<file path="src/rtl/axi4_lite_if.sv">
// rtl/axi4_lite_if.sv - AXI4-Lite 32-bit register access bus with master/slave views
interface axi4_lite_if;
  logic [31:0] awaddr;
  logic        awvalid;
  logic        awready;
  logic [31:0] wdata;
  logic [3:0]  wstrb;
  logic        wvalid;
  logic        wready;
  logic [1:0]  bresp;
  logic        bvalid;
  logic        bready;
  logic [31:0] araddr;
  logic        arvalid;
  logic        arready;
  logic [31:0] rdata;
  logic [1:0]  rresp;
  logic        rvalid;
  logic        rready;

  modport master (
    output awaddr, awvalid, wdata, wstrb, wvalid, bready, araddr, arvalid, rready,
    input  awready, wready, bresp, bvalid, arready, rdata, rresp, rvalid
  );

  modport slave (
    input  awaddr, awvalid, wdata, wstrb, wvalid, bready, araddr, arvalid, rready,
    output awready, wready, bresp, bvalid, arready, rdata, rresp, rvalid
  );
endinterface

</file>
<file path="src/rtl/axi4_lite_csr_bank.sv">
// rtl/axi4_lite_csr_bank.sv - parametrised AXI4-Lite control/status register bank
module axi4_lite_csr_bank #(
  parameter logic [31:0]               BASE_ADDR     = 32'h0000_0000,
  parameter int                        CR_CNT        = 4,
  parameter int                        SR_CNT        = 2,
  parameter logic [CR_CNT-1:0][31:0]   CR_RST_VAL    = '0,
  parameter logic [CR_CNT-1:0]         CR_PULSE_MASK = '0,
  localparam int                       SR_W          = (SR_CNT > 0) ? SR_CNT : 1
) (
  input  logic                     clk_i,
  input  logic                     rst_i,
  axi4_lite_if.slave               csr_i,
  output logic [CR_CNT-1:0][31:0]  cr_o,
  output logic [CR_CNT-1:0]        cr_wr_stb_o,
  input  logic [SR_W-1:0][31:0]    sr_i,
  output logic [SR_W-1:0]          sr_rd_stb_o
);

  typedef enum logic [1:0] {CLS_CR, CLS_SR, CLS_OOR} cls_t;

  // Addresses below BASE_ADDR wrap to a huge index and fall out of range.
  function automatic logic [31:0] word_idx(input logic [31:0] addr);
    return (addr - BASE_ADDR) >> 2;
  endfunction

  function automatic cls_t classify(input logic [31:0] idx);
    if (idx < 32'(CR_CNT))               return CLS_CR;
    else if (idx < 32'(CR_CNT + SR_CNT)) return CLS_SR;
    else                                 return CLS_OOR;
  endfunction

  logic                     aw_full, w_full;
  logic [31:0]              aw_addr_q, w_data_q;
  logic [3:0]               w_strb_q;
  logic                     bvalid_q, rvalid_q;
  logic [1:0]               bresp_q, rresp_q;
  logic [31:0]              rdata_q;
  logic [CR_CNT-1:0][31:0]  cr_q;
  logic [CR_CNT-1:0]        cr_stb_q;
  logic [SR_W-1:0]          sr_stb_q;

  logic        aw_hs, w_hs, ar_hs, commit;
  logic [31:0] wr_idx, ar_idx, rd_data_n;
  cls_t        wr_cls, ar_cls;
  logic [1:0]  wr_resp_n, rd_resp_n;

  assign aw_hs  = csr_i.awvalid && !aw_full;
  assign w_hs   = csr_i.wvalid && !w_full;
  assign ar_hs  = csr_i.arvalid && !rvalid_q;
  assign commit = aw_full && w_full && (!bvalid_q || csr_i.bready);

  assign wr_idx = word_idx(aw_addr_q);
  assign wr_cls = classify(wr_idx);
  assign ar_idx = word_idx(csr_i.araddr);
  assign ar_cls = classify(ar_idx);

  assign csr_i.awready = !aw_full;
  assign csr_i.wready  = !w_full;
  assign csr_i.bvalid  = bvalid_q;
  assign csr_i.bresp   = bresp_q;
  assign csr_i.arready = !rvalid_q;
  assign csr_i.rvalid  = rvalid_q;
  assign csr_i.rdata   = rdata_q;
  assign csr_i.rresp   = rresp_q;
  assign cr_o          = cr_q;
  assign cr_wr_stb_o   = cr_stb_q;
  assign sr_rd_stb_o   = sr_stb_q;

  // Write response code for the buffered address.
  always_comb begin
    wr_resp_n = 2'b00;
    case (wr_cls)
      CLS_CR:  wr_resp_n = 2'b00;
      CLS_SR:  wr_resp_n = 2'b10;
      default: wr_resp_n = 2'b11;
    endcase
  end

  // Read data mux; pulse registers always read back as zero.
  always_comb begin
    rd_data_n = '0;
    rd_resp_n = 2'b00;
    case (ar_cls)
      CLS_CR: begin
        for (int i = 0; i < CR_CNT; i++) begin
          if (ar_idx == 32'(i) && !CR_PULSE_MASK[i]) rd_data_n = cr_q[i];
        end
      end
      CLS_SR: begin
        for (int j = 0; j < SR_CNT; j++) begin
          if (ar_idx == 32'(CR_CNT + j)) rd_data_n = sr_i[j];
        end
      end
      default: rd_resp_n = 2'b11;
    endcase
  end

  // One-entry AW and W buffers, filled independently and drained together on commit.
  always_ff @(posedge clk_i or posedge rst_i) begin
    if (rst_i) begin
      aw_full   <= 1'b0;
      aw_addr_q <= '0;
      w_full    <= 1'b0;
      w_data_q  <= '0;
      w_strb_q  <= '0;
    end else begin
      if (aw_hs) begin
        aw_full   <= 1'b1;
        aw_addr_q <= csr_i.awaddr;
      end else if (commit) begin
        aw_full <= 1'b0;
      end
      if (w_hs) begin
        w_full   <= 1'b1;
        w_data_q <= csr_i.wdata;
        w_strb_q <= csr_i.wstrb;
      end else if (commit) begin
        w_full <= 1'b0;
      end
    end
  end

  // B channel: a commit (re)loads the response even on the edge the previous one is taken.
  always_ff @(posedge clk_i or posedge rst_i) begin
    if (rst_i) begin
      bvalid_q <= 1'b0;
      bresp_q  <= 2'b00;
    end else if (commit) begin
      bvalid_q <= 1'b1;
      bresp_q  <= wr_resp_n;
    end else if (bvalid_q && csr_i.bready) begin
      bvalid_q <= 1'b0;
      bresp_q  <= 2'b00;
    end
  end

  // Control registers: byte-strobed update on commit; pulse registers fall back to 0 each cycle.
  always_ff @(posedge clk_i or posedge rst_i) begin
    if (rst_i) begin
      for (int i = 0; i < CR_CNT; i++) begin
        cr_q[i] <= CR_PULSE_MASK[i] ? 32'h0 : CR_RST_VAL[i];
      end
      cr_stb_q <= '0;
    end else begin
      cr_stb_q <= '0;
      for (int i = 0; i < CR_CNT; i++) begin
        if (CR_PULSE_MASK[i]) cr_q[i] <= '0;
        if (commit && wr_cls == CLS_CR && wr_idx == 32'(i)) begin
          cr_stb_q[i] <= 1'b1;
          for (int k = 0; k < 4; k++) begin
            if (w_strb_q[k]) cr_q[i][8*k +: 8] <= w_data_q[8*k +: 8];
          end
        end
      end
    end
  end

  // R channel: sample on AR handshake, hold until R handshake, then return to zero.
  always_ff @(posedge clk_i or posedge rst_i) begin
    if (rst_i) begin
      rvalid_q <= 1'b0;
      rdata_q  <= '0;
      rresp_q  <= 2'b00;
    end else if (ar_hs) begin
      rvalid_q <= 1'b1;
      rdata_q  <= rd_data_n;
      rresp_q  <= rd_resp_n;
    end else if (rvalid_q && csr_i.rready) begin
      rvalid_q <= 1'b0;
      rdata_q  <= '0;
      rresp_q  <= 2'b00;
    end
  end

  // Status read strobe, aligned with the cycle rvalid rises.
  always_ff @(posedge clk_i or posedge rst_i) begin
    if (rst_i) begin
      sr_stb_q <= '0;
    end else begin
      for (int j = 0; j < SR_W; j++) begin
        sr_stb_q[j] <= ar_hs && ar_cls == CLS_SR && ar_idx == 32'(CR_CNT + j);
      end
    end
  end

endmodule

</file>
<file path="src/flat_wrapper.sv">
// flat-port wrapper written by rule: the top's interface ports become plain ports
module axi4_lite_csr_bank_flat 
#(
  parameter logic [31:0]               BASE_ADDR     = 32'h0000_0000,
  parameter int                        CR_CNT        = 4,
  parameter int                        SR_CNT        = 2,
  parameter logic [CR_CNT-1:0][31:0]   CR_RST_VAL    = '0,
  parameter logic [CR_CNT-1:0]         CR_PULSE_MASK = '0,
  localparam int                       SR_W          = (SR_CNT > 0) ? SR_CNT : 1
)
  (clk_i, rst_i, cr_o, cr_wr_stb_o, sr_i, sr_rd_stb_o, csr_i_awaddr, csr_i_awvalid, csr_i_wdata, csr_i_wstrb, csr_i_wvalid, csr_i_bready, csr_i_araddr, csr_i_arvalid, csr_i_rready, csr_i_awready, csr_i_wready, csr_i_bresp, csr_i_bvalid, csr_i_arready, csr_i_rdata, csr_i_rresp, csr_i_rvalid);
  axi4_lite_if csr_i_i ();
  input  logic clk_i;
  input  logic rst_i;
  output logic [CR_CNT-1:0][31:0] cr_o;
  output logic [CR_CNT-1:0] cr_wr_stb_o;
  input  logic [SR_W-1:0][31:0] sr_i;
  output logic [SR_W-1:0] sr_rd_stb_o;
  input wire logic [$bits(csr_i_i.awaddr)-1:0] csr_i_awaddr;
  input wire logic [$bits(csr_i_i.awvalid)-1:0] csr_i_awvalid;
  input wire logic [$bits(csr_i_i.wdata)-1:0] csr_i_wdata;
  input wire logic [$bits(csr_i_i.wstrb)-1:0] csr_i_wstrb;
  input wire logic [$bits(csr_i_i.wvalid)-1:0] csr_i_wvalid;
  input wire logic [$bits(csr_i_i.bready)-1:0] csr_i_bready;
  input wire logic [$bits(csr_i_i.araddr)-1:0] csr_i_araddr;
  input wire logic [$bits(csr_i_i.arvalid)-1:0] csr_i_arvalid;
  input wire logic [$bits(csr_i_i.rready)-1:0] csr_i_rready;
  output wire logic [$bits(csr_i_i.awready)-1:0] csr_i_awready;
  output wire logic [$bits(csr_i_i.wready)-1:0] csr_i_wready;
  output wire logic [$bits(csr_i_i.bresp)-1:0] csr_i_bresp;
  output wire logic [$bits(csr_i_i.bvalid)-1:0] csr_i_bvalid;
  output wire logic [$bits(csr_i_i.arready)-1:0] csr_i_arready;
  output wire logic [$bits(csr_i_i.rdata)-1:0] csr_i_rdata;
  output wire logic [$bits(csr_i_i.rresp)-1:0] csr_i_rresp;
  output wire logic [$bits(csr_i_i.rvalid)-1:0] csr_i_rvalid;
  assign csr_i_i.awaddr = csr_i_awaddr;
  assign csr_i_i.awvalid = csr_i_awvalid;
  assign csr_i_i.wdata = csr_i_wdata;
  assign csr_i_i.wstrb = csr_i_wstrb;
  assign csr_i_i.wvalid = csr_i_wvalid;
  assign csr_i_i.bready = csr_i_bready;
  assign csr_i_i.araddr = csr_i_araddr;
  assign csr_i_i.arvalid = csr_i_arvalid;
  assign csr_i_i.rready = csr_i_rready;
  assign csr_i_awready = csr_i_i.awready;
  assign csr_i_wready = csr_i_i.wready;
  assign csr_i_bresp = csr_i_i.bresp;
  assign csr_i_bvalid = csr_i_i.bvalid;
  assign csr_i_arready = csr_i_i.arready;
  assign csr_i_rdata = csr_i_i.rdata;
  assign csr_i_rresp = csr_i_i.rresp;
  assign csr_i_rvalid = csr_i_i.rvalid;
  axi4_lite_csr_bank #(.BASE_ADDR(BASE_ADDR), .CR_CNT(CR_CNT), .SR_CNT(SR_CNT), .CR_RST_VAL(CR_RST_VAL), .CR_PULSE_MASK(CR_PULSE_MASK)) u_core (.clk_i(clk_i), .rst_i(rst_i), .csr_i(csr_i_i), .cr_o(cr_o), .cr_wr_stb_o(cr_wr_stb_o), .sr_i(sr_i), .sr_rd_stb_o(sr_rd_stb_o));
endmodule
</file>
<file path="config.mk">
export PLATFORM = sky130hd
export DESIGN_NAME = axi4_lite_csr_bank_flat
export DESIGN_NICKNAME = d
export VERILOG_FILES = /design/src/rtl/axi4_lite_if.sv /design/src/rtl/axi4_lite_csr_bank.sv /design/src/flat_wrapper.sv
export SDC_FILE = /design/constraint.sdc
export NUM_CORES = 1
export LEC_CHECK = 0
export BUFFER_PORTS_ARGS = -buffer_cell sky130_fd_sc_hd__buf_4
export CAP_MARGIN = 20
export CORE_ASPECT_RATIO = 0.6
export CORE_MARGIN = 2
export CORE_UTILIZATION = 46
export DETAILED_ROUTE_END_ITERATION = 7
export HOLD_SLACK_MARGIN = 0.12
export PLACE_DENSITY_LB_ADDON = 0.08
export SLEW_MARGIN = 10
export SYNTH_ARGS = -nofsm -noshare
export SYNTH_HDL_FRONTEND = slang
export SYNTH_SLANG_ARGS = --single-unit
</file>
<file path="constraint.sdc">
create_clock -name clk_i -period 8.7 [get_ports clk_i]
set_input_delay 1.74 -clock clk_i [delete_from_list [all_inputs] [get_ports clk_i]]
set_output_delay 1.74 -clock clk_i [all_outputs]
set_load 0.02 [all_outputs]
</file>
### Word-level counts from Yosys, hierarchy flattened

Index checks and enable logic that the tools add are counted.

* bits of input ports: 171
* logic and storage cells: 117
* register bits: 242
* output and inout bits: 175

* $lt $le $gt $ge: 4
* equal/unequal tests: 10
* reduce and logical (&&, ||, !) cells: 45
* mux-type cells: 30

Operators with widths (count)
* $mux W32: 8
* $eq A30 B2 Y1 const B: 4
* $lt A30 B3 Y1 const B: 4
* $logic_not A32 Y1: 2
* $pmux W32 S2: 1
* $eq A30 B1 Y1 const B: 2
* $eq A30 B3 Y1 const B: 2
* $reduce_and A2 Y1: 16
* $mux W2: 9
* $logic_and A1 B1 Y1: 15
* $mux W1: 11
* $reduce_bool A2 Y1: 4
* $eq A2 B1 Y1 const B: 2
* $logic_not A1 Y1: 4
* $logic_not A2 Y1: 2
* $pmux W2 S2: 1
* $reduce_or A2 Y1: 1
* $logic_or A1 B1 Y1: 1

### Logic depth before layout (Yosys ltp)

* word-level depth: 7
* depth in mapped cells: 6
* gate-level depth less buffers: 4

### Worst setup path after synthesis

No wires, ideal clock.

* path type: input to register
* start: input port csr_i_araddr[2]
* end: register u_core.rdata_q[10] (netlist: u_core.csr_i.rdata[10])
* cell stages on the path: 6
* buffers on the path: 2
* arrival time: 3.062 ns
* setup time: 0.121 ns
* required time: 8.579 ns
* setup slack: 5.517 ns
* cells stage by stage: buf_2 > buf_4 > mux4_2 > inv_1 > o22ai_1 > a22o_1

* longest elaborated chain between the ends: 7
* elaborated cells between the ends (all ways): 20
* classes of those cells: 2 x order compare; 6 x eq/ne; 10 x mux; 2 x reduce/logical

Ends and longest elaborated chain
* from (decl): RTL line flat_wrapper.sv:25 `input wire logic [$bits(csr_i_i.araddr)-1:0] csr_i_araddr;`
* branches (longest 5 deep; another with $lt A30 B3 Y1)
* $pmux W32 S2 (*): RTL line axi4_lite_csr_bank.sv:83 `case (ar_cls)`
* $mux W32 (*): RTL line axi4_lite_csr_bank.sv:164 `end else if (ar_hs) begin`
* to (signal assigned): RTL line axi4_lite_csr_bank.sv:166 `rdata_q <= rd_data_n;`
* to (decl): RTL line axi4_lite_csr_bank.sv:37 `logic [31:0] rdata_q;`

Mark *: on every way between the ends.
A chain may end at the register's enable or synchronous reset.

### Worst setup path after layout

* start: input port csr_i_araddr[2]
* end: register u_core.rdata_q[18] (netlist: u_core.csr_i.rdata[18])

The elaborated chain is that of the path after synthesis.

==> summary.md <==
| Metric | Value |
|---|---|
| Status | `complete, no violations` |
| Final worst-path cycle share | `0.405` |
| Pleak | `0.00743 µW` |
| Initial antenna violation count | `0` |
| Num ports | `346` |
| Reg area | `5980 µm²` |
| Clock slew at reported path FFs | `~0.070 ns` |
| Skew final | `approximately 0.014 ns` |
| Drt wl/cell | `21.9 µm` |
| Final worst setup slack | `approximately 5.2 ns` |
| Rows | `43` |
| Setup crit end kind | `flip-flop` |
| Top FF cell, synth | `dfrtp_1` |
| Synth-to-Final Area Change | `32.9%` |
| Finished Layout Cells | `1405` |
| Yosys reg bits | `239` |
| Nets | `1246` |
| Worst hold path stage count | `1` |
| Diode count | `0` |
| Root Buffer | `clkbuf_16` |
| Global-route wire length before repair | `46400 µm` |
| Footprint of the multi-input gates | `4620 µm²` |
| Post-DP HPWL | `approximately 21000 µm` |
| Worst-Skew Late Latency | `0.50 ns` |
| Startpoint Class | `input port` |
| Met2 GRT Util | `0.373` |
| Crit path time final | `3.52 ns` |
| GR Layer Usage met3 | `0.0538` |
| Max-cap viol count | `0` |
| Mapped cell area | `about 11000 µm²` |
| Power Dens Cells | `203 nW/µm²` |
| Number of CTS-inserted buffers | `23` |
| Final Wtd Congestion | `0.780` |
| Layout cells sized above 1 | `0.584` |
| Largest net degree at the start of global routing | `87` |
| Vias in the first global route | `7843` |
| Slew @ Worst Pin | `approximately 0.94 ns` |
| Worst-case clock buffer depth | `3` |
| Met1 usage | `0.355` |
| Relative slew slack | `0.372` |
| Fmax | `284 MHz` |
| Initial Util | `0.472` |
| Final wirelength | `30800 µm` |
| Crit-path max FO | `46` |
| GR peak layer | `met2` |
| Slew Limit Fails | `0` |
| Die footprint | `25100 µm²` |
| DRC viols | `0` |
| Initial drt markers | `368` |
| Final ANT Viol Nets | `0` |
| Setup bufs post-CTS | `0` |
| Sequential-to-total area share from yosys stat | `0.546` |
| Syn_nets | `911` |
| RSZ-0062 raised after global routing | `no` |
| Total congestion overflow | `0` |
| Fin. Hold Viols | `0` |
| Hold WC Path Type | `flip-flop to flip-flop` |
| Max H-tree Level | `1` |
| CP required | `9.09 ns` |
| Final Setup Violations | `0` |
| Setup TNS | `0 ns` |
| FFs w/ async S/R, synth | `1.00` |
| CTS tree | `yes` |
| Fillers | `about 1800` |
| Post-CTS sizing | `0` |
| Number of flops mapped to enable cells by yosys | `0` |
| Placeable Area | `23200 µm²` |
| Syn_area_per_cell | `between 10 and 15 µm²` |
| Hold_buf cts | `0` |
| PortBufs | `341` |
| VDD IR-drop max | `0.000176 V` |
| Synth unique cells | `43` |
| Detailed Routing Iterations Pass 1 | `4` |
| Arrival @ worst endpoint | `3.91 ns` |
| Cell count after synthesis | `740` |
| Design area | `14600 µm²` |
| Die Wd | `203 µm` |
| Vias per cell | `5.43` |
| Via count | `between 7000 and 8000` |
| Placed Instances | `between 1000 and 1500` |
| Worst Reg-to-Reg Cells | `5` |
| Number of synthesis warnings | `0` |
| CTS sink cnt | `around 240` |
| Total track usage | `0.242` |
| Crit path kind | `input port to flip-flop` |
| Die height | `124 µm` |
| Post-placement cell area | `around 14000 µm²` |
| Dpl ws | `4.64 ns` |
==> layer usage <==
layer | wire length, µm | up-vias
li1 | - | 3455
met1 | 14400 | 3937
met2 | 13900 | 214
met3 | 2040 | 27
met4 | 439 | 0
met5 | 0 | -
==> area by class of cell <==
type	instances	share of cell area
clock buffers	32	0.0453
clock inverters	8	0.00532
inverters	38	0.0103
multi-input cells	418	0.317
flip-flops and latches	239	0.411
well taps	315	0.0271
repair buffers	355	0.184
==> sequential cells by signal (all words and copies together) (netlist names), 2 cells and up <==
signal and count:
u_core.aw_addr_q 30, u_core.cr_o 128, u_core.cr_wr_stb_o 4, u_core.csr_i.bresp 2, u_core.csr_i.rdata 32, u_core.sr_rd_stb_o 2, u_core.w_data_q 32, u_core.w_strb_q 4
==> Yosys cell counts (2+ instances only) <==
master	count	area, µm²
buf_2	10	50.1
buf_4	3	22.5
nor3_1	3	15.0
buf_8	2	30.0
nor2b_1	3	18.8
nand4_4	10	213
inv_1	38	143
nor2_1	9	33.8
nor3b_1	8	60.1
and4_1	4	35.0
buf_6	2	22.5
nand2_1	11	41.3
nand2b_1	3	18.8
mux2i_1	32	320
a22o_1	33	289
o22ai_1	32	200
dfrtp_1	239	5980
nor4_1	12	75.1
mux2_4	32	480
nand4_2	3	37.5
buf_1	5	18.8
and3_1	11	68.8
o21ai_0	3	15.0
mux4_2	32	721
mux2_2	161	1810
clkbuf_1	22	82.6
==> worst paths after layout <==
check | slack [ns] | to | from
setup / recovery | 5.18 | u_core.csr_i.rdata[18]$_DFFE_PP0P_ | csr_i_araddr[2]
hold / removal | 0.51 | u_core.csr_i.rdata[10]$_DFFE_PP0P_ | u_core.csr_i.rdata[10]$_DFFE_PP0P_
setup reg to reg | 6.25 | u_core.cr_o[18]$_DFFE_PP0P_ | u_core.aw_addr_q[23]$_DFFE_PP0P_
hold reg to reg | 0.51 | u_core.csr_i.rdata[10]$_DFFE_PP0P_ | u_core.csr_i.rdata[10]$_DFFE_PP0P_
max in group asynchronous | 6.00 | u_core.csr_i.rdata[4]$_DFFE_PP0P_ | rst_i
min in group asynchronous | 1.33 | u_core.cr_o[127]$_DFFE_PP0P_ | rst_i
==> worst max-delay path, cell delays in order <==
cell and delay, ns:
buf_4 0.35, buf_4 0.74, mux4_2 0.60, inv_1 0.09, o22ai_1 0.08, a22o_1 0.20
==> metrics by stage <==
step                      hold WS [ns]  total power [µW]   util
after floorplan                  0.481              1790      -
after global placement           0.491              1970  0.594
after detailed placement         0.493              1990  0.594
after CTS                        0.512              2980  0.626
after global routing             0.524              3110  0.627
final                            0.509              2960  0.627
==> cell usage in the layout, fill, tap and decap left out, drive strengths merged, types with 3 or more instances in the layout <==
master / netlist / final
and4: 4 / 4
nand4: 14 / 14
mux4: 32 / 32
nor3: 4 / 4
o21ai: 3 / 3
nand2: 11 / 11
mux2: 193 / 193
and3: 11 / 11
mux2i: 32 / 32
nor4: 13 / 13
clkbuf: 22 / 32
nor3b: 8 / 8
clkinv: 0 / 5
inv: 38 / 39
buf: 23 / 355
dfrtp: 239 / 239
nand2b: 3 / 3
a22o: 33 / 33
nor2: 9 / 9
nor2b: 3 / 3
o22ai: 32 / 32
==> power by group <==
| group | switching [µW] | total, µW | internal (µW) |
|---|---|---|---|
| Combinational | 222 | 503 | 281 |
| Clock | 419 | 981 | 561 |
| Sequential | 188 | 1470 | 1280 |
| Total | 830 | 2960 | 2130 |
==> cells by family (layout without fill, tap and decap cells) <==
kind of cell           count (synthesis)  in the layout  synth area share
AND/OR/NAND/NOR                       86             86            0.0638
buffers and inverters                 83            433            0.0355
AO/OA/AOI/OAI                         75             75            0.0508
multiplexers                         257            257             0.304
flip-flops                           239            239             0.546
Power figures use the tool's default switching activity.
